`config.mk`:
```
export PLATFORM = sky130hd
export DESIGN_NAME = mode_ctrl_flat
export DESIGN_NICKNAME = d
export VERILOG_FILES = /design/src/rtl/mode_ctrl_if.sv /design/src/rtl/mode_ctrl.sv /design/src/flat_wrapper.sv
export SDC_FILE = /design/constraint.sdc
export NUM_CORES = 1
export LEC_CHECK = 0
export CORE_MARGIN = 1.5
export CORE_UTILIZATION = 50
export DETAILED_ROUTE_END_ITERATION = 7
export PLACE_DENSITY_LB_ADDON = 0.2
export SYNTH_ARGS = -nofsm -noshare
export SYNTH_HDL_FRONTEND = slang
export SYNTH_SLANG_ARGS = --single-unit
```
`constraint.sdc`:
```
create_clock -name clk -period 2.1 [get_ports clk]
set_input_delay 0.63 -clock clk [delete_from_list [all_inputs] [get_ports clk]]
set_output_delay 0.63 -clock clk [all_outputs]
set_load 0.02 [all_outputs]
```
`src/rtl/mode_ctrl_if.sv`:
```
// Button, edit and done inputs plus tick, per-client pulse, mode and alarm outputs of mode_ctrl.
// master is the sequencer side; slave is the board/client side.
interface mode_ctrl_if;
    logic       btn_c;
    logic       btn_l;
    logic       btn_d;
    logic       btn_r;
    logic       btn_u;
    logic [2:0] edit_i;
    logic       timer_done_i;
    logic       tick_o;
    logic [3:0] clock_btn_o;
    logic [3:0] sw_btn_o;
    logic [3:0] timer_btn_o;
    logic [1:0] mode_o;
    logic       alarm_o;

    modport master (
        input  btn_c, btn_l, btn_d, btn_r, btn_u, edit_i, timer_done_i,
        output tick_o, clock_btn_o, sw_btn_o, timer_btn_o, mode_o, alarm_o
    );

    modport slave (
        output btn_c, btn_l, btn_d, btn_r, btn_u, edit_i, timer_done_i,
        input  tick_o, clock_btn_o, sw_btn_o, timer_btn_o, mode_o, alarm_o
    );
endinterface

```
`src/rtl/mode_ctrl.sv`:
```
// Watch sequencer: tick divider, button edge arbitration, per-mode button routing and
// timed alarm on the timer's done edge.
module mode_ctrl #(
    parameter int unsigned CLK_HZ   = 100000000,
    parameter int unsigned TICK_HZ  = 1000,
    parameter int unsigned ALARM_MS = 3000
) (
    input logic        clk,
    input logic        rst,
    mode_ctrl_if.master bus
);
    localparam int unsigned Div    = CLK_HZ / TICK_HZ;
    localparam int unsigned DivW   = (Div > 1) ? $clog2(Div) : 1;
    localparam int unsigned AlarmW = $clog2(ALARM_MS + 1);
    localparam logic [DivW-1:0]   DivMax    = DivW'(Div - 1);
    localparam logic [AlarmW-1:0] AlarmInit = AlarmW'(ALARM_MS);

    typedef enum logic [1:0] {StNormal, StAlarm, StAck} state_e;

    state_e            state_q, state_d;
    logic [DivW-1:0]   div_q, div_d;
    logic              tick_q;
    logic [4:0]        lvl, prev_q, edges;
    logic              done_prev_q, done_rise, any_edge;
    logic [AlarmW-1:0] acnt_q, acnt_d;
    logic [1:0]        mode_q, mode_d;
    logic [3:0]        clk_btn_q, clk_btn_d, sw_btn_q, sw_btn_d, tmr_btn_q, tmr_btn_d;
    logic [3:0]        win_bits;
    logic              win_u, cur_edit;

    // Low four bits match the {R,D,L,C} client pulse order.
    assign lvl       = {bus.btn_u, bus.btn_r, bus.btn_d, bus.btn_l, bus.btn_c};
    assign edges     = lvl & ~prev_q;
    assign any_edge  = |edges;
    assign done_rise = bus.timer_done_i & ~done_prev_q;
    assign div_d     = (div_q == DivMax) ? '0 : div_q + DivW'(1);

    always_comb begin
        win_u    = 1'b0;
        win_bits = '0;
        if (edges[4])      win_u    = 1'b1;
        else if (edges[1]) win_bits = 4'b0010;
        else if (edges[3]) win_bits = 4'b1000;
        else if (edges[0]) win_bits = 4'b0001;
        else if (edges[2]) win_bits = 4'b0100;
    end

    always_comb begin
        cur_edit = 1'b0;
        case (mode_q)
            2'd0:    cur_edit = bus.edit_i[0];
            2'd1:    cur_edit = bus.edit_i[1];
            2'd2:    cur_edit = bus.edit_i[2];
            default: cur_edit = 1'b0;
        endcase
    end

    always_ff @(posedge clk or posedge rst) begin
        if (rst) state_q <= StNormal;
        else     state_q <= state_d;
    end

    always_comb begin
        state_d = state_q;
        unique case (state_q)
            StNormal: if (done_rise) state_d = StAlarm;
            // Dismissal beats a coincident final tick.
            StAlarm: begin
                if (any_edge)                         state_d = StAck;
                else if (tick_q && acnt_q <= AlarmW'(1)) state_d = StNormal;
            end
            StAck:   if (lvl == '0) state_d = StNormal;
            default: state_d = StNormal;
        endcase
    end

    always_comb begin
        mode_d    = mode_q;
        acnt_d    = acnt_q;
        clk_btn_d = '0;
        sw_btn_d  = '0;
        tmr_btn_d = '0;
        unique case (state_q)
            StNormal: begin
                if (done_rise) begin
                    mode_d = 2'd2;
                    acnt_d = AlarmInit;
                end else if (win_u) begin
                    if (!cur_edit) mode_d = (mode_q >= 2'd2) ? 2'd0 : mode_q + 2'd1;
                end else begin
                    case (mode_q)
                        2'd0:    clk_btn_d = win_bits;
                        2'd1:    sw_btn_d  = win_bits;
                        2'd2:    tmr_btn_d = win_bits;
                        default: ;
                    endcase
                end
            end
            StAlarm: begin
                if (!any_edge && tick_q && acnt_q != '0) acnt_d = acnt_q - AlarmW'(1);
            end
            default: ;
        endcase
    end

    always_ff @(posedge clk or posedge rst) begin
        if (rst) begin
            div_q       <= '0;
            tick_q      <= 1'b0;
            prev_q      <= '1;
            done_prev_q <= 1'b1;
            acnt_q      <= '0;
            mode_q      <= 2'd0;
            clk_btn_q   <= '0;
            sw_btn_q    <= '0;
            tmr_btn_q   <= '0;
        end else begin
            div_q       <= div_d;
            tick_q      <= (div_d == DivMax);
            prev_q      <= lvl;
            done_prev_q <= bus.timer_done_i;
            acnt_q      <= acnt_d;
            mode_q      <= mode_d;
            clk_btn_q   <= clk_btn_d;
            sw_btn_q    <= sw_btn_d;
            tmr_btn_q   <= tmr_btn_d;
        end
    end

    assign bus.tick_o      = tick_q;
    assign bus.clock_btn_o = clk_btn_q;
    assign bus.sw_btn_o    = sw_btn_q;
    assign bus.timer_btn_o = tmr_btn_q;
    assign bus.mode_o      = mode_q;
    assign bus.alarm_o     = (state_q == StAlarm);
endmodule

```
`src/flat_wrapper.sv`:
```
// flat-port wrapper written by rule: the top's interface ports become plain ports
module mode_ctrl_flat 
#(
    parameter int unsigned CLK_HZ   = 100000000,
    parameter int unsigned TICK_HZ  = 1000,
    parameter int unsigned ALARM_MS = 3000
)
  (clk, rst, bus_btn_c, bus_btn_l, bus_btn_d, bus_btn_r, bus_btn_u, bus_edit_i, bus_timer_done_i, bus_tick_o, bus_clock_btn_o, bus_sw_btn_o, bus_timer_btn_o, bus_mode_o, bus_alarm_o);
  mode_ctrl_if bus_i ();
  input logic clk;
  input logic rst;
  input wire logic [$bits(bus_i.btn_c)-1:0] bus_btn_c;
  input wire logic [$bits(bus_i.btn_l)-1:0] bus_btn_l;
  input wire logic [$bits(bus_i.btn_d)-1:0] bus_btn_d;
  input wire logic [$bits(bus_i.btn_r)-1:0] bus_btn_r;
  input wire logic [$bits(bus_i.btn_u)-1:0] bus_btn_u;
  input wire logic [$bits(bus_i.edit_i)-1:0] bus_edit_i;
  input wire logic [$bits(bus_i.timer_done_i)-1:0] bus_timer_done_i;
  output wire logic [$bits(bus_i.tick_o)-1:0] bus_tick_o;
  output wire logic [$bits(bus_i.clock_btn_o)-1:0] bus_clock_btn_o;
  output wire logic [$bits(bus_i.sw_btn_o)-1:0] bus_sw_btn_o;
  output wire logic [$bits(bus_i.timer_btn_o)-1:0] bus_timer_btn_o;
  output wire logic [$bits(bus_i.mode_o)-1:0] bus_mode_o;
  output wire logic [$bits(bus_i.alarm_o)-1:0] bus_alarm_o;
  assign bus_i.btn_c = bus_btn_c;
  assign bus_i.btn_l = bus_btn_l;
  assign bus_i.btn_d = bus_btn_d;
  assign bus_i.btn_r = bus_btn_r;
  assign bus_i.btn_u = bus_btn_u;
  assign bus_i.edit_i = bus_edit_i;
  assign bus_i.timer_done_i = bus_timer_done_i;
  assign bus_tick_o = bus_i.tick_o;
  assign bus_clock_btn_o = bus_i.clock_btn_o;
  assign bus_sw_btn_o = bus_i.sw_btn_o;
  assign bus_timer_btn_o = bus_i.timer_btn_o;
  assign bus_mode_o = bus_i.mode_o;
  assign bus_alarm_o = bus_i.alarm_o;
  mode_ctrl #(.CLK_HZ(CLK_HZ), .TICK_HZ(TICK_HZ), .ALARM_MS(ALARM_MS)) u_core (.clk(clk), .rst(rst), .bus(bus_i));
endmodule
```
* Word-level counts from Yosys, hierarchy flattened
Index checks and enable logic that the tools add are counted.
** Word-level totals
- Bits in registers :: 52
- Latch bits :: 0
- Memory bits (writable) :: 0
- ROM bits :: 0
- Output and inout port bits :: 16
- Word-level logic and storage cells :: 76
- Memories :: 0
** Operators by class
- Add/subtract/negate cells :: 3
- $mul :: 0
- Div/mod/pow operators :: 0
- Order comparisons :: 2
- Eq/ne operators :: 11
- Shift-type cells :: 0
- Multiplexer cells :: 32
- Bitwise logic cells :: 4
- Reductions and logical operators :: 14
** Operators by type and width (count)
- 2-to-1 mux 4 bit :: 16
- == test 17 bit (second input constant) :: 2
- 2-to-1 mux 12 bit :: 2
- case mux 12 bit (2 select lines) :: 1
- adder 17 x 1 -> 17 bit (second input constant) :: 1
- 2-to-1 mux 17 bit :: 1
- 2-to-1 mux 2 bit :: 8
- less-or-equal comparator 12 x 1 -> 1 bit (second input constant) :: 1
- nonzero test 12 bit :: 1
- subtractor 12 x 1 -> 12 bit (second input constant) :: 1
- AND reduction 3 bit :: 3
- != test 2 x 1 -> 1 bit (second input constant) :: 4
- case mux 2 bit (3 select lines) :: 1
- bitwise AND 5 bit :: 1
- zero test 5 bit :: 1
- inverter 5 bit :: 1
- OR reduction 5 bit :: 1
- == test 2 x 1 -> 1 bit (second input constant) :: 2
- == test 2 bit (second input constant) :: 2
- zero test 2 bit :: 2
- nonzero test 2 bit :: 2
- logical AND 1 bit :: 3
- 2-to-1 mux 3 bit :: 1
- != test 3 x 1 -> 1 bit (second input constant) :: 1
- 7 further kinds :: 7

* Longest topological paths before layout
Gate-level depths: netlist (run 1).
- Depth in word-level cells :: 11
- Depth in mapped cells :: 7
- Mapped depth without buffers :: 7

* Least setup slack after synthesis (run 1)
No wires, ideal clock.
- Path type :: input-to-reg
- From :: input bus_btn_c
- To :: register u_core.acnt_q[7]
- Setup time :: 0.069 ns
- Arrival :: 1.933 ns
- Required time :: 2.031 ns
- Path slack :: 0.098 ns
- Stages on the path :: 5
- Path through :: nor2b_1 -> nor3_2 -> nand4_1 -> or4_2 -> nand3_1
** On the way
- Cells in the longest elaborated chain, start to end :: 7
** RTL lines
- start, declared :: line flat_wrapper.sv:12 : input wire logic [$bits(bus_i.btn_c)-1:0] bus_btn_c;
- bitwise AND 5 bit :: line mode_ctrl.sv:33 : assign edges = lvl & ~prev_q;
- OR reduction 5 bit :: line mode_ctrl.sv:34 : assign any_edge = |edges;
- zero test 1 bit :: line mode_ctrl.sv:100 : if (!any_edge && tick_q && acnt_q != '0) acnt_d = acnt_q - AlarmW'(1);
- logical AND 1 bit (2 in series) :: line mode_ctrl.sv:100
- != test 2 x 1 -> 1 bit (no line)
- AND reduction 3 bit (no line)
- end signal, assigned :: line mode_ctrl.sv:122 : acnt_q <= acnt_d;
- end, declared :: line mode_ctrl.sv:25 : logic [AlarmW-1:0] acnt_q, acnt_d;
No other way between the ends.
A chain may end at the register's enable or synchronous reset.

* Worst setup path after layout (run 1)
- From :: input bus_btn_u
- To :: register u_core.acnt_q[7]
** On the way
- Cells in the longest elaborated chain, start to end :: 7
** RTL lines
- start, declared :: line flat_wrapper.sv:16 : input wire logic [$bits(bus_i.btn_u)-1:0] bus_btn_u;
- bitwise AND 5 bit :: line mode_ctrl.sv:33
- OR reduction 5 bit :: line mode_ctrl.sv:34
- zero test 1 bit :: line mode_ctrl.sv:100
- logical AND 1 bit (2 in series) :: line mode_ctrl.sv:100
- != test 2 x 1 -> 1 bit (no line)
- AND reduction 3 bit (no line)
No other way between the ends.

==> parameters.txt, run 1 <==
Parameter                              Value

GRT
  Vias in the first global route    1,844
  GRT Resource Usage Total    0.205
  GRT overflow    0
  Largest net degree at the start of global routing    41
  Antenna violations before repair    0
  Wire length of the first global-routing pass    8300 um

Power
  Total power of the final layout    2.20 mW
  Maximum vdd ir drop    0.399 mV
  Power per unit of standard cell area    687 mW/mm^2
  Leakage Power    1.35 nW

Routing
  Count of nets left with antenna violations after detail routing    0
  Final wirelength    5040 um
  Top layer in use    met4
  Met3 WL post-DR    162 um
  Total via count in the routed design    1,924
  Starting DRC count in detailed routing    64
  Length of routed wiring on met1    2260 um
  Met2 wire length    2560 um
  Remaining design rule violation count    0
  DR vias/cell    5.58
  Final routed wire length divided by cell count    14.6 um
  Iteration count of the initial detailed-routing pass    4

Floorplanning
  Initial Utilization    0.517
  Die Height    72.6 um
  Die outline area    0.00528 mm^2
  Area of the core    0.00469 mm^2
  Std-Cell Rows    25
  I/O pin count    27
  Horiz. Die Dim    72.6 um

Synth
  Synthesized net count    245
  Primary flip-flop cell chosen by synthesis mapping    sky130_fd_sc_hd__dfrtp_1
  Count of flip-flops with a built-in enable after synthesis    0
  Post-Syn Area    0.00242 mm^2
  Synthesized flop and latch total    52
  Post-synth top area share    0.475
  Dominant cells by area after synthesis    sky130_fd_sc_hd__dfrtp_1, sky130_fd_sc_hd__dfstp_2, sky130_fd_sc_hd__nor2_1
  Synthesized area per cell    10.5 um^2
  Dominant cell type by area after synthesis    sky130_fd_sc_hd__dfrtp_1
  Async SR Flop Fraction    1.00
  Warnings, synthesis    0
  Cell count after synthesis    230
  Synth unique cells    48
  Register area share after synthesis    0.540

Placed design
  Cell count after placement    331
  DP Wirelength    3550 um
  Routability congestion estimate from global placement    0.862
  Buffers on Ports    26

Clock tree
  CTS Root Cell    sky130_fd_sc_hd__clkbuf_8
  TritonCTS clock tree    yes
  H-tree depth reported by CTS    2
  Number of clock sinks    52
  Worst-path clk slew    0.09 ns
  Number of buffers added by the clock tree synthesis step    5
  Clock latency of the later-clocked register in the worst-skew pair    0.30 ns
  Longest Clk Path Bufs    2

Worst hold path
  Worst Hold Depth    1
  Launch instance of the worst min-delay path    u_core.div_q[13]$_DFF_PP0_
  Endpoint of the worst hold path    u_core.div_q[13]$_DFF_PP0_
  Type of the most critical hold path    register to register

Finish
  Layout Area Growth over Synthesis    32.1%
  Fraction of layout cells with a size suffix above 1    0.265
  Layout Cells excl Fill    345
  Final core utilization    0.683
  Post-layout nets    305
  Number of antenna repair diodes    0

STA
  Number of failing setup endpoints in the final timing report    0
  Headroom to the max-slew limit    0.722
  Worst-Margin Slew    0.414 ns
  Fin crit share    0.985
  Highest clock rate    0.483 GHz
  Skew final    0.00228 ns
  Final Critical Period    2.07 ns
  Worst slack on hold paths    0.519 ns
  Hold Vio Cnt, Final    0
  Final slew viol count    0
  Fin Setup TNS    0 ns

Worst setup path
  Worst setup path class    input pin to register
  Endpoint of the lowest-slack register-to-register path    u_core.acnt_q[9]$_DFFE_PP0P_
  Worst reg-to-reg setup slack    0.08 ns
  Largest fanout of any net on the critical path    5
  R2R Path Start    u_core.acnt_q[4]$_DFFE_PP0P_
  R2r worst-path depth    5
  Signal arrival time at the worst endpoint    2.25 ns
  Required time at the worst-slack endpoint    2.28 ns
  Critical path capture point type    register
  Sort of element at the start of the critical path    input pin

Run status
  Outcome    complete, no violations

Job
  # Max-Cap Violations    0
logic make-up after synthesis:
group,count (synthesis),share of synthesized area
flip-flops,52,0.540
AO/OA/AOI/OAI,25,0.0681
multiplexers,2,0.00877
AND/OR/NAND/NOR,119,0.278
XOR/XNOR,18,0.0650
buffers and inverters,10,0.0201
adder cells (fa/ha/maj),4,0.0206
worst max-delay path by stage:
stage / end / from / cells past startpoint / slack (ns)
6_report: u_core.acnt_q[7]$_DFFE_PP0P_ / bus_btn_u / 8 / 0.03
5_1_grt: u_core.acnt_q[7]$_DFFE_PP0P_ / bus_btn_u / 8 / -0.07
4_1_cts: u_core.acnt_q[5]$_DFFE_PP0P_ / bus_btn_r / 7 / 0.03
3_5_place_dp: u_core.acnt_q[5]$_DFFE_PP0P_ / bus_btn_c / 7 / -0.39
3_3_place_gp: u_core.acnt_q[5]$_DFFE_PP0P_ / bus_btn_c / 7 / -0.36
2_1_floorplan: u_core.acnt_q[7]$_DFFE_PP0P_ / bus_btn_c / 5 / 0.1
area by class of cell:
cell class / instances / area, um^2
fillers: 374 / 1490
clock inverters: 1 / 30.0
multi-input cells: 168 / 1160
inverters: 7 / 26.3
well taps: 54 / 67.6
repair buffers: 56 / 505
flip-flops and latches: 52 / 1310
clock buffers: 7 / 96.3
cell usage after synthesis (2+ instances only):
master / count
sky130_fd_sc_hd__a21oi_1: 3
sky130_fd_sc_hd__and3_1: 3
sky130_fd_sc_hd__dfrtp_1: 46
sky130_fd_sc_hd__dfstp_2: 6
sky130_fd_sc_hd__ha_1: 4
sky130_fd_sc_hd__inv_1: 7
sky130_fd_sc_hd__nand2_1: 14
sky130_fd_sc_hd__nand2b_1: 4
sky130_fd_sc_hd__nand3_1: 16
sky130_fd_sc_hd__nand4_1: 7
sky130_fd_sc_hd__nand4b_1: 2
sky130_fd_sc_hd__nor2_1: 31
sky130_fd_sc_hd__nor2b_1: 4
sky130_fd_sc_hd__nor3_1: 4
sky130_fd_sc_hd__nor4_1: 10
sky130_fd_sc_hd__o21ai_0: 9
sky130_fd_sc_hd__o31a_1: 2
sky130_fd_sc_hd__o31ai_1: 4
sky130_fd_sc_hd__or3_2: 5
sky130_fd_sc_hd__or3_4: 2
sky130_fd_sc_hd__or4_1: 4
sky130_fd_sc_hd__xnor2_1: 7
sky130_fd_sc_hd__xor2_1: 11
layout by cell type, fill, tap and decap left out, drive strengths merged, types with 8 or more instances in the layout:
cell type,n
nand4,8
nor2,31
dfrtp,46
nor4,10
clkdlybuf4s50,20
buf,30
xor2,11
nand3,17
o21ai,9
nand2,14
or3,8
power breakdown:
group	total, mW	internal [mW]	switching [mW]
logic	0.357	0.158	0.199
registers	1.10	1.05	0.0510
clock network	0.740	0.420	0.320
routing by layer:
layer | vias up | track usage
met5 | - | 0
met4 | 0 | 0.0503
met3 | 8 | 0.0552
met2 | 34 | 0.356
met1 | 936 | 0.254
li1 | 946 | -
what timing repair did:
| action | CTS | global route |
|---|---|---|
| endpoints found under the setup margin | 3 | 7 |
| hold buffers | 0 | 0 |
| setup buffers | 3 | 3 |
| gates resized for setup | 7 | 23 |
| pin swaps | 2 | 3 |
metrics by stage:
stage               cell area, um^2  setup WS (ns)
floorplan                      2420         0.0984
global placement               2920         -0.360
detailed placement             2920         -0.394
CTS                            3090         0.0264
global route                   3200        -0.0709
finish                         3200         0.0306
critical path: stages:
cell and delay (ns):
sky130_fd_sc_hd__clkdlybuf4s50_1 0.44, sky130_fd_sc_hd__nand2b_1 0.10, sky130_fd_sc_hd__and4_4 0.22, sky130_fd_sc_hd__nand4_1 0.20, sky130_fd_sc_hd__buf_4 0.22, sky130_fd_sc_hd__buf_4 0.12
sky130_fd_sc_hd__o31ai_1 0.21, sky130_fd_sc_hd__nand3_1 0.12
flip-flops by register name, summed over array words and instances (netlist names), 2 cells and up:
signal / cells
u_core.div_q: 17
u_core.prev_q: 5
u_core.state_q: 2
u_core.bus.sw_btn_o: 4
u_core.bus.mode_o: 2
u_core.bus.timer_btn_o: 4
u_core.bus.clock_btn_o: 4
u_core.acnt_q: 12
Note: power is estimated with default switching activity, not from simulation.
==> inputs of run 2 (changes only) <==
CELL_PAD_IN_SITES_DETAIL_PLACEMENT = 0   (was default)
CELL_PAD_IN_SITES_GLOBAL_PLACEMENT = 1   (was default)
CORE_UTILIZATION = 39   (was 50)
GPL_ROUTABILITY_DRIVEN = 0   (was default)
==> run 2 against run 1 <==
Net effect:
- critical path depth is 3 lower
- sequential share of layout area is 0.49 points higher
- setup slack improved by 0.024 ns
- combinational power is essentially flat
- clock power shrank 6.9%
- core utilization fell by 15 points
- sequential power about the same
- global-route usage shrank 4.2 points
- routed wire length shrank 0.91%
- cell count up 5.8%
- largest cell class unchanged
- largest power group unchanged
- highest routed layer unchanged
==> parameters.txt, run 2 (synthesis results as in run 1) <==
Parameter                              Value

Run status
  Outcome    complete, no violations

STA
  Final Critical Period    2.05 ns (-0.0236 ns)
  Skew final    0.0156 ns (+0.0133 ns)
  Number of failing setup endpoints in the final timing report    0 (unchanged)
  Final slew viol count    0 (unchanged)
  Worst-Margin Slew    0.416 ns (+0.00194 ns)
  Highest clock rate    0.489 GHz (+1.2%)
  Fin crit share    0.974 (-0.0112)
  Fin Setup TNS    0 ns (unchanged)
  Hold Vio Cnt, Final    0 (unchanged)
  Headroom to the max-slew limit    0.720 (-0.00172)

Finish
  Layout Area Growth over Synthesis    30.3%
  Layout Cells excl Fill    365 (+5.8%)
  Max reg flops    17 (unchanged)
  Commonest cells after routing, fill and taps aside    sky130_fd_sc_hd__dfrtp_1, sky130_fd_sc_hd__nor2_1, sky130_fd_sc_hd__buf_4, sky130_fd_sc_hd__clkdlybuf4s50_1
  Number of antenna repair diodes    0 (unchanged)
  Reg with most FFs    u_core.div_q
  Filler Cells Inserted    542 (+45%)
  Fraction of layout cells with a size suffix above 1    0.238 (-0.0267)
  Regs by FF count    u_core.div_q x17, u_core.acnt_q x12, u_core.prev_q x5
  Most common library cell in the layout ignoring fill and taps    sky130_fd_sc_hd__dfrtp_1
  Post-layout nets    304 (-0.33%)

Clock tree
  Longest Clk Path Bufs    2 (unchanged)
  H-tree depth reported by CTS    2 (unchanged)
  Number of buffers added by the clock tree synthesis step    5 (unchanged)
  Number of clock sinks    52 (unchanged)
  Post-CTS Hold Buffers    0 (unchanged)
  Worst-path clk slew    0.10 ns (about the same)
  CTS Root Cell    sky130_fd_sc_hd__clkbuf_8
  Clock latency of the later-clocked register in the worst-skew pair    0.31 ns (about the same)
  TritonCTS clock tree    yes

GRT
  Antenna violations before repair    0 (unchanged)
  GRT overflow    0 (unchanged)
  Met2 routing resource usage after global routing    0.279 (-0.0771)
  Most Used Layer, Global Route    met2
  Routing usage on met3    0.0367 (-0.0186)
  Wire length of the first global-routing pass    8280 um (-0.24%)
  Vias in the first global route    1,815 (-1.6%)
  Largest net degree at the start of global routing    43 (+4.9%)
  Met1 Use GR    0.206 (-0.0478)
  GRT Resource Usage Total    0.163 (-0.0416)

Power
  Power per unit of standard cell area    678 mW/mm^2 (-1.3%)
  Maximum vdd ir drop    0.352 mV (-12%)
  Leakage Power    1.33 nW (-2.0%)

Worst hold path
  Worst Hold Depth    1 (unchanged)
  Endpoint of the worst hold path    u_core.state_q[1]$_DFFE_PP0P_
  Type of the most critical hold path    register to register
  Launch instance of the worst min-delay path    u_core.state_q[0]$_DFFE_PP0P_

Floorplanning
  Die Height    81.9 um (+13%)
  Area of the core    0.00596 mm^2 (+27%)
  Std-Cell Rows    28 (+12%)
  Die outline area    0.00670 mm^2 (+27%)
  I/O pin count    27 (unchanged)
  Horiz. Die Dim    81.9 um (+13%)
  Initial Utilization    0.407 (-0.110)

Worst setup path
  Worst setup path class    register to register
  Sort of element at the start of the critical path    register
  R2R Path Start    u_core.acnt_q[4]$_DFFE_PP0P_
  Required time at the worst-slack endpoint    2.35 ns (+0.07 ns)
  Largest fanout of any net on the critical path    5 (unchanged)
  Library cell appearing most often on the critical path    sky130_fd_sc_hd__or3_4
  R2r worst-path depth    5 (unchanged)
  Signal arrival time at the worst endpoint    2.30 ns (+0.05 ns)
  Slowest cell on the critical path    sky130_fd_sc_hd__or4_1
  Max incr delay on CP    0.47 ns (+0.03 ns)
  Worst reg-to-reg setup slack    0.05 ns (-0.03 ns)
  Critical path capture point type    register
  Critical-path cell list    or3_4 > or2_4 > or3_4 > or4_1 > nand3_1
  Endpoint of the lowest-slack register-to-register path    u_core.acnt_q[9]$_DFFE_PP0P_

Placed design
  Cell count after placement    355 (+7.3%)
  Buffers on Ports    26 (unchanged)
  DP Wirelength    3750 um (+5.5%)

Routing
  DR vias/cell    5.11 (-8.3%)
  Final routed wire length divided by cell count    13.7 um (-6.3%)
  Total via count in the routed design    1,866 (-3.0%)
  Starting DRC count in detailed routing    44 (-31%)
  Iteration count of the initial detailed-routing pass    4 (unchanged)
  Count of nets left with antenna violations after detail routing    0 (unchanged)
  Remaining design rule violation count    0 (unchanged)
  Final wirelength    5000 um (-0.91%)

Job
  # Max-Cap Violations    0 (unchanged)
[run 2: what timing repair did]
item | 4_1_cts | 5_1_grt
endpoints found under the hold margin | 0 | 0
setup buffers | 2 | 0
pin swaps | 2 | 3
gates resized for setup | 5 | 13
setup endpoints to repair | 3 | 5
[run 2: area by class of cell]
class                   instances  area [um^2]  share of cell area
inverters                       7         26.3             0.00832
clock inverters                 2         38.8              0.0123
flip-flops and latches         52         1310               0.415
multi-input cells             168         1120               0.355
well taps                      75         93.8              0.0297
repair buffers                 55          497               0.157
clock buffers                   6         72.6              0.0230
[run 2: metal layers]
layer  wire, um  up-vias
met5          0        -
met1       2260      899
met3        142        5
met4         52        0
met2       2550       23
li1           -      939
[run 2: stage by stage]
| stage | instance area, um^2 | hold slack [ns] | power, mW | worst slack (ns) | util |
|---|---|---|---|---|---|
| after floorplan | 2420 | 0.467 | 1.32 | 0.0984 | - |
| after global placement | 2970 | 0.509 | 1.47 | -0.327 | 0.499 |
| after detailed placement | 2970 | 0.516 | 1.48 | -0.355 | 0.499 |
| final | 3160 | 0.524 | 2.14 | 0.0542 | 0.530 |
| after global routing | 3160 | 0.564 | 2.27 | -0.00157 | 0.530 |
| after CTS | 3110 | 0.531 | 2.18 | 0.0184 | 0.522 |
[run 2: how the worst max path moves through the flow]
stage                                      start                           end  slack [ns]
finish              u_core.acnt_q[4]$_DFFE_PP0P_  u_core.acnt_q[9]$_DFFE_PP0P_        0.05
global route                           bus_btn_u  u_core.acnt_q[6]$_DFFE_PP0P_      -0.002
CTS                                    bus_btn_l  u_core.acnt_q[7]$_DFFE_PP0P_        0.02
detailed placement                     bus_btn_c  u_core.acnt_q[6]$_DFFE_PP0P_       -0.35
global placement                       bus_btn_c  u_core.acnt_q[7]$_DFFE_PP0P_       -0.33
floorplan                              bus_btn_c  u_core.acnt_q[7]$_DFFE_PP0P_         0.1
[run 2: report_power, final]
part | total, mW | internal, mW | leakage (nW) | switching [mW]
registers | 1.10 | 1.05 | 0.647 | 0.0458
logic | 0.355 | 0.160 | 0.623 | 0.195
clock network | 0.689 | 0.360 | 0.0558 | 0.329
total | 2.14 | 1.57 | 1.33 | 0.570
[run 2: worst max-delay path, delay by kind of cell, from the launching register on]
kind             cells  cell delay (ns)
DFF                  1             0.42
and+or+nand+nor      5             1.57
==> inputs of run 3 (changes only) <==
TNS_END_PERCENT = 20   (was default)
==> run 3 against run 2 <==
Net effect:
- first-iteration DRC count did not move
- clock skew barely moved
- die area did not move
- via count fell by 0.91%
==> parameters.txt, run 3 (synthesis results as in run 1) <==
Parameter                              Value

Finish
  Layout Area Growth over Synthesis    29.8%
  Most common library cell in the layout ignoring fill and taps    sky130_fd_sc_hd__dfrtp_1
  Post-layout nets    304 (unchanged)
  Area of all placed cells without fillers    0.00315 mm^2 (-0.36%)
  Number of antenna repair diodes    0 (unchanged)
  Fraction of layout cells with a size suffix above 1    0.234 (-0.00345)
  Max reg flops    17 (unchanged)
  Reg with most FFs    u_core.div_q
  Regs by FF count    u_core.div_q x17, u_core.acnt_q x12, u_core.prev_q x5
  Commonest cells after routing, fill and taps aside    sky130_fd_sc_hd__dfrtp_1, sky130_fd_sc_hd__nor2_1, sky130_fd_sc_hd__buf_4, sky130_fd_sc_hd__clkdlybuf4s50_1

Power
  Power per unit of standard cell area    680 mW/mm^2 (+0.20%)
  Leakage Power    1.32 nW (-0.54%)
  Maximum vdd ir drop    0.351 mV (-0.17%)
  Total power of the final layout    2.14 mW (-0.16%)

Worst setup path
  Endpoint of the lowest-slack register-to-register path    u_core.acnt_q[9]$_DFFE_PP0P_
  Sort of element at the start of the critical path    input pin
  Source of the critical timing path    bus_btn_r
  Worst reg-to-reg setup slack    0.05 ns (about the same)
  Largest fanout of any net on the critical path    8 (+3)
  Worst setup path endpoint    u_core.acnt_q[7]$_DFFE_PP0P_
  Critical path capture point type    register
  R2r worst-path depth    5 (unchanged)
  Required time at the worst-slack endpoint    2.35 ns (about the same)
  Worst setup path class    input pin to register
  Signal arrival time at the worst endpoint    2.31 ns (about the same)
  R2R Path Start    u_core.acnt_q[4]$_DFFE_PP0P_

Floorplanning
  Initial Utilization    0.407 (unchanged)
  Horiz. Die Dim    81.9 um (unchanged)
  I/O pin count    27 (unchanged)
  Area of the core    0.00596 mm^2 (unchanged)
  Die Height    81.9 um (unchanged)
  Die outline area    0.00670 mm^2 (unchanged)
  Std-Cell Rows    28 (unchanged)

Run status
  Outcome    complete, no violations

Clock tree
  Post-CTS Hold Buffers    0 (unchanged)
  Longest Clk Path Bufs    2 (unchanged)
  Clock latency of the later-clocked register in the worst-skew pair    0.31 ns (about the same)
  CTS Root Cell    sky130_fd_sc_hd__clkbuf_8
  Number of clock sinks    52 (unchanged)
  Worst-path clk slew    0.10 ns (about the same)
  Number of buffers added by the clock tree synthesis step    5 (unchanged)
  TritonCTS clock tree    yes
  H-tree depth reported by CTS    2 (unchanged)

STA
  Worst-Margin Slew    0.415 ns (-0.000978 ns)
  Fin crit share    0.980 (+0.00601)
  Highest clock rate    0.486 GHz (-0.61%)
  Final slew viol count    0 (unchanged)
  Unrepaired setup endpoints after global routing    true
  Number of failing setup endpoints in the final timing report    0 (unchanged)
  Headroom to the max-slew limit    0.721 (about the same)
  Skew final    0.0160 ns (+0.000446 ns)
  Fin Setup TNS    0 ns (unchanged)
  Final Critical Period    2.06 ns (+0.0126 ns)
  Hold Vio Cnt, Final    0 (unchanged)

GRT
  Antenna violations before repair    0 (unchanged)
  GRT Resource Usage Total    0.160 (-0.00305)
  GRT overflow    0 (unchanged)
  Routing usage on met3    0.0367 (unchanged)
  Largest net degree at the start of global routing    43 (unchanged)
  Most Used Layer, Global Route    met2
  Met2 routing resource usage after global routing    0.270 (-0.00902)
  Vias in the first global route    1,778 (-2.0%)
  Met1 Use GR    0.204 (-0.00140)
  Wire length of the first global-routing pass    8110 um (-2.0%)

Placed design
  Buffers on Ports    26 (unchanged)
  Cell area after placement    0.00297 mm^2 (unchanged)
  DP Wirelength    3750 um (unchanged)

Routing
  Final wirelength    4930 um (-1.4%)
  DR vias/cell    5.07 (-0.91%)
  Iteration count of the initial detailed-routing pass    4 (unchanged)
  Total via count in the routed design    1,849 (-0.91%)
  Starting DRC count in detailed routing    44 (unchanged)
  Remaining design rule violation count    0 (unchanged)
  Count of nets left with antenna violations after detail routing    0 (unchanged)
  Final routed wire length divided by cell count    13.5 um (-1.4%)

Worst hold path
  Type of the most critical hold path    register to register

Job
  # Max-Cap Violations    0 (unchanged)
-- run 3: cell count changes in the layout (fill, tap and decap cells not counted) --
cell                      change
sky130_fd_sc_hd__nor2b_4      -2
sky130_fd_sc_hd__buf_4        +1
sky130_fd_sc_hd__buf_1        -1
sky130_fd_sc_hd__nor2b_1      +2
-- run 3: area by class of cell --
cell class | instances | area, um^2
Fill cell | 544 | 2810
Sequential cell | 52 | 1310
Clock inverter | 2 | 38.8
Clock buffer | 6 | 72.6
Tap cell | 75 | 93.8
Multi-Input combinational cell | 168 | 1110
Inverter | 7 | 26.3
Timing Repair Buffer | 55 | 500
-- run 3: worst min-delay path by stage --
| stage | startpoint | to | slack, ns | cells past startpoint |
|---|---|---|---|---|
| after floorplan | u_core.div_q[0]$_DFF_PP0_ | u_core.div_q[0]$_DFF_PP0_ | 0.47 | 1 |
| after global placement | u_core.state_q[0]$_DFFE_PP0P_ | u_core.state_q[1]$_DFFE_PP0P_ | 0.51 | 1 |
| after detailed placement | u_core.div_q[13]$_DFF_PP0_ | u_core.div_q[13]$_DFF_PP0_ | 0.52 | 1 |
| after CTS | u_core.div_q[13]$_DFF_PP0_ | u_core.div_q[13]$_DFF_PP0_ | 0.53 | 1 |
| after global routing | u_core.state_q[0]$_DFFE_PP0P_ | u_core.state_q[1]$_DFFE_PP0P_ | 0.56 | 1 |
| final | u_core.state_q[0]$_DFFE_PP0P_ | u_core.state_q[1]$_DFFE_PP0P_ | 0.52 | 1 |
-- run 3: metrics by stage --
stage	utilization	hold slack, ns	setup slack, ns	std cells
2_1_floorplan	-	0.467	0.0984	230
3_3_place_gp	0.499	0.509	-0.327	355
3_5_place_dp	0.499	0.516	-0.355	355
4_1_cts	0.518	0.531	-0.00384	363
5_1_grt	0.529	0.564	-0.0111	365
6_report	0.529	0.523	0.0415	365
-- run 3: routing by layer --
layer	up-vias	wire, um	part of all wire
met3	5	136	0.028
li1	942	-	-
met5	-	0	0
met2	20	2470	0.50
met4	0	52	0.011
met1	882	2270	0.46
-- run 3: power breakdown --
part | internal, mW | total (mW) | leakage [nW] | switching (mW)
combinational | 0.158 | 0.352 | 0.616 | 0.194
sequential | 1.05 | 1.10 | 0.647 | 0.0446
clock | 0.360 | 0.690 | 0.0558 | 0.330
-- run 3: worst max-delay path: stages --
cell,delay [ns]
sky130_fd_sc_hd__clkdlybuf4s50_1,0.41
sky130_fd_sc_hd__nor2b_1,0.15
sky130_fd_sc_hd__nor3_2,0.19
sky130_fd_sc_hd__nand4_1,0.13
sky130_fd_sc_hd__buf_6,0.15
sky130_fd_sc_hd__or4_2,0.55
sky130_fd_sc_hd__nand3_2,0.09
-- run 3: repair_timing --
item | 4_1_cts | 5_1_grt
cloned | 0 | 0
pin swaps | 1 | 2
setup endpoints to repair | 3 | 4
setup buffers | 0 | 2
gates resized for setup | 2 | 12
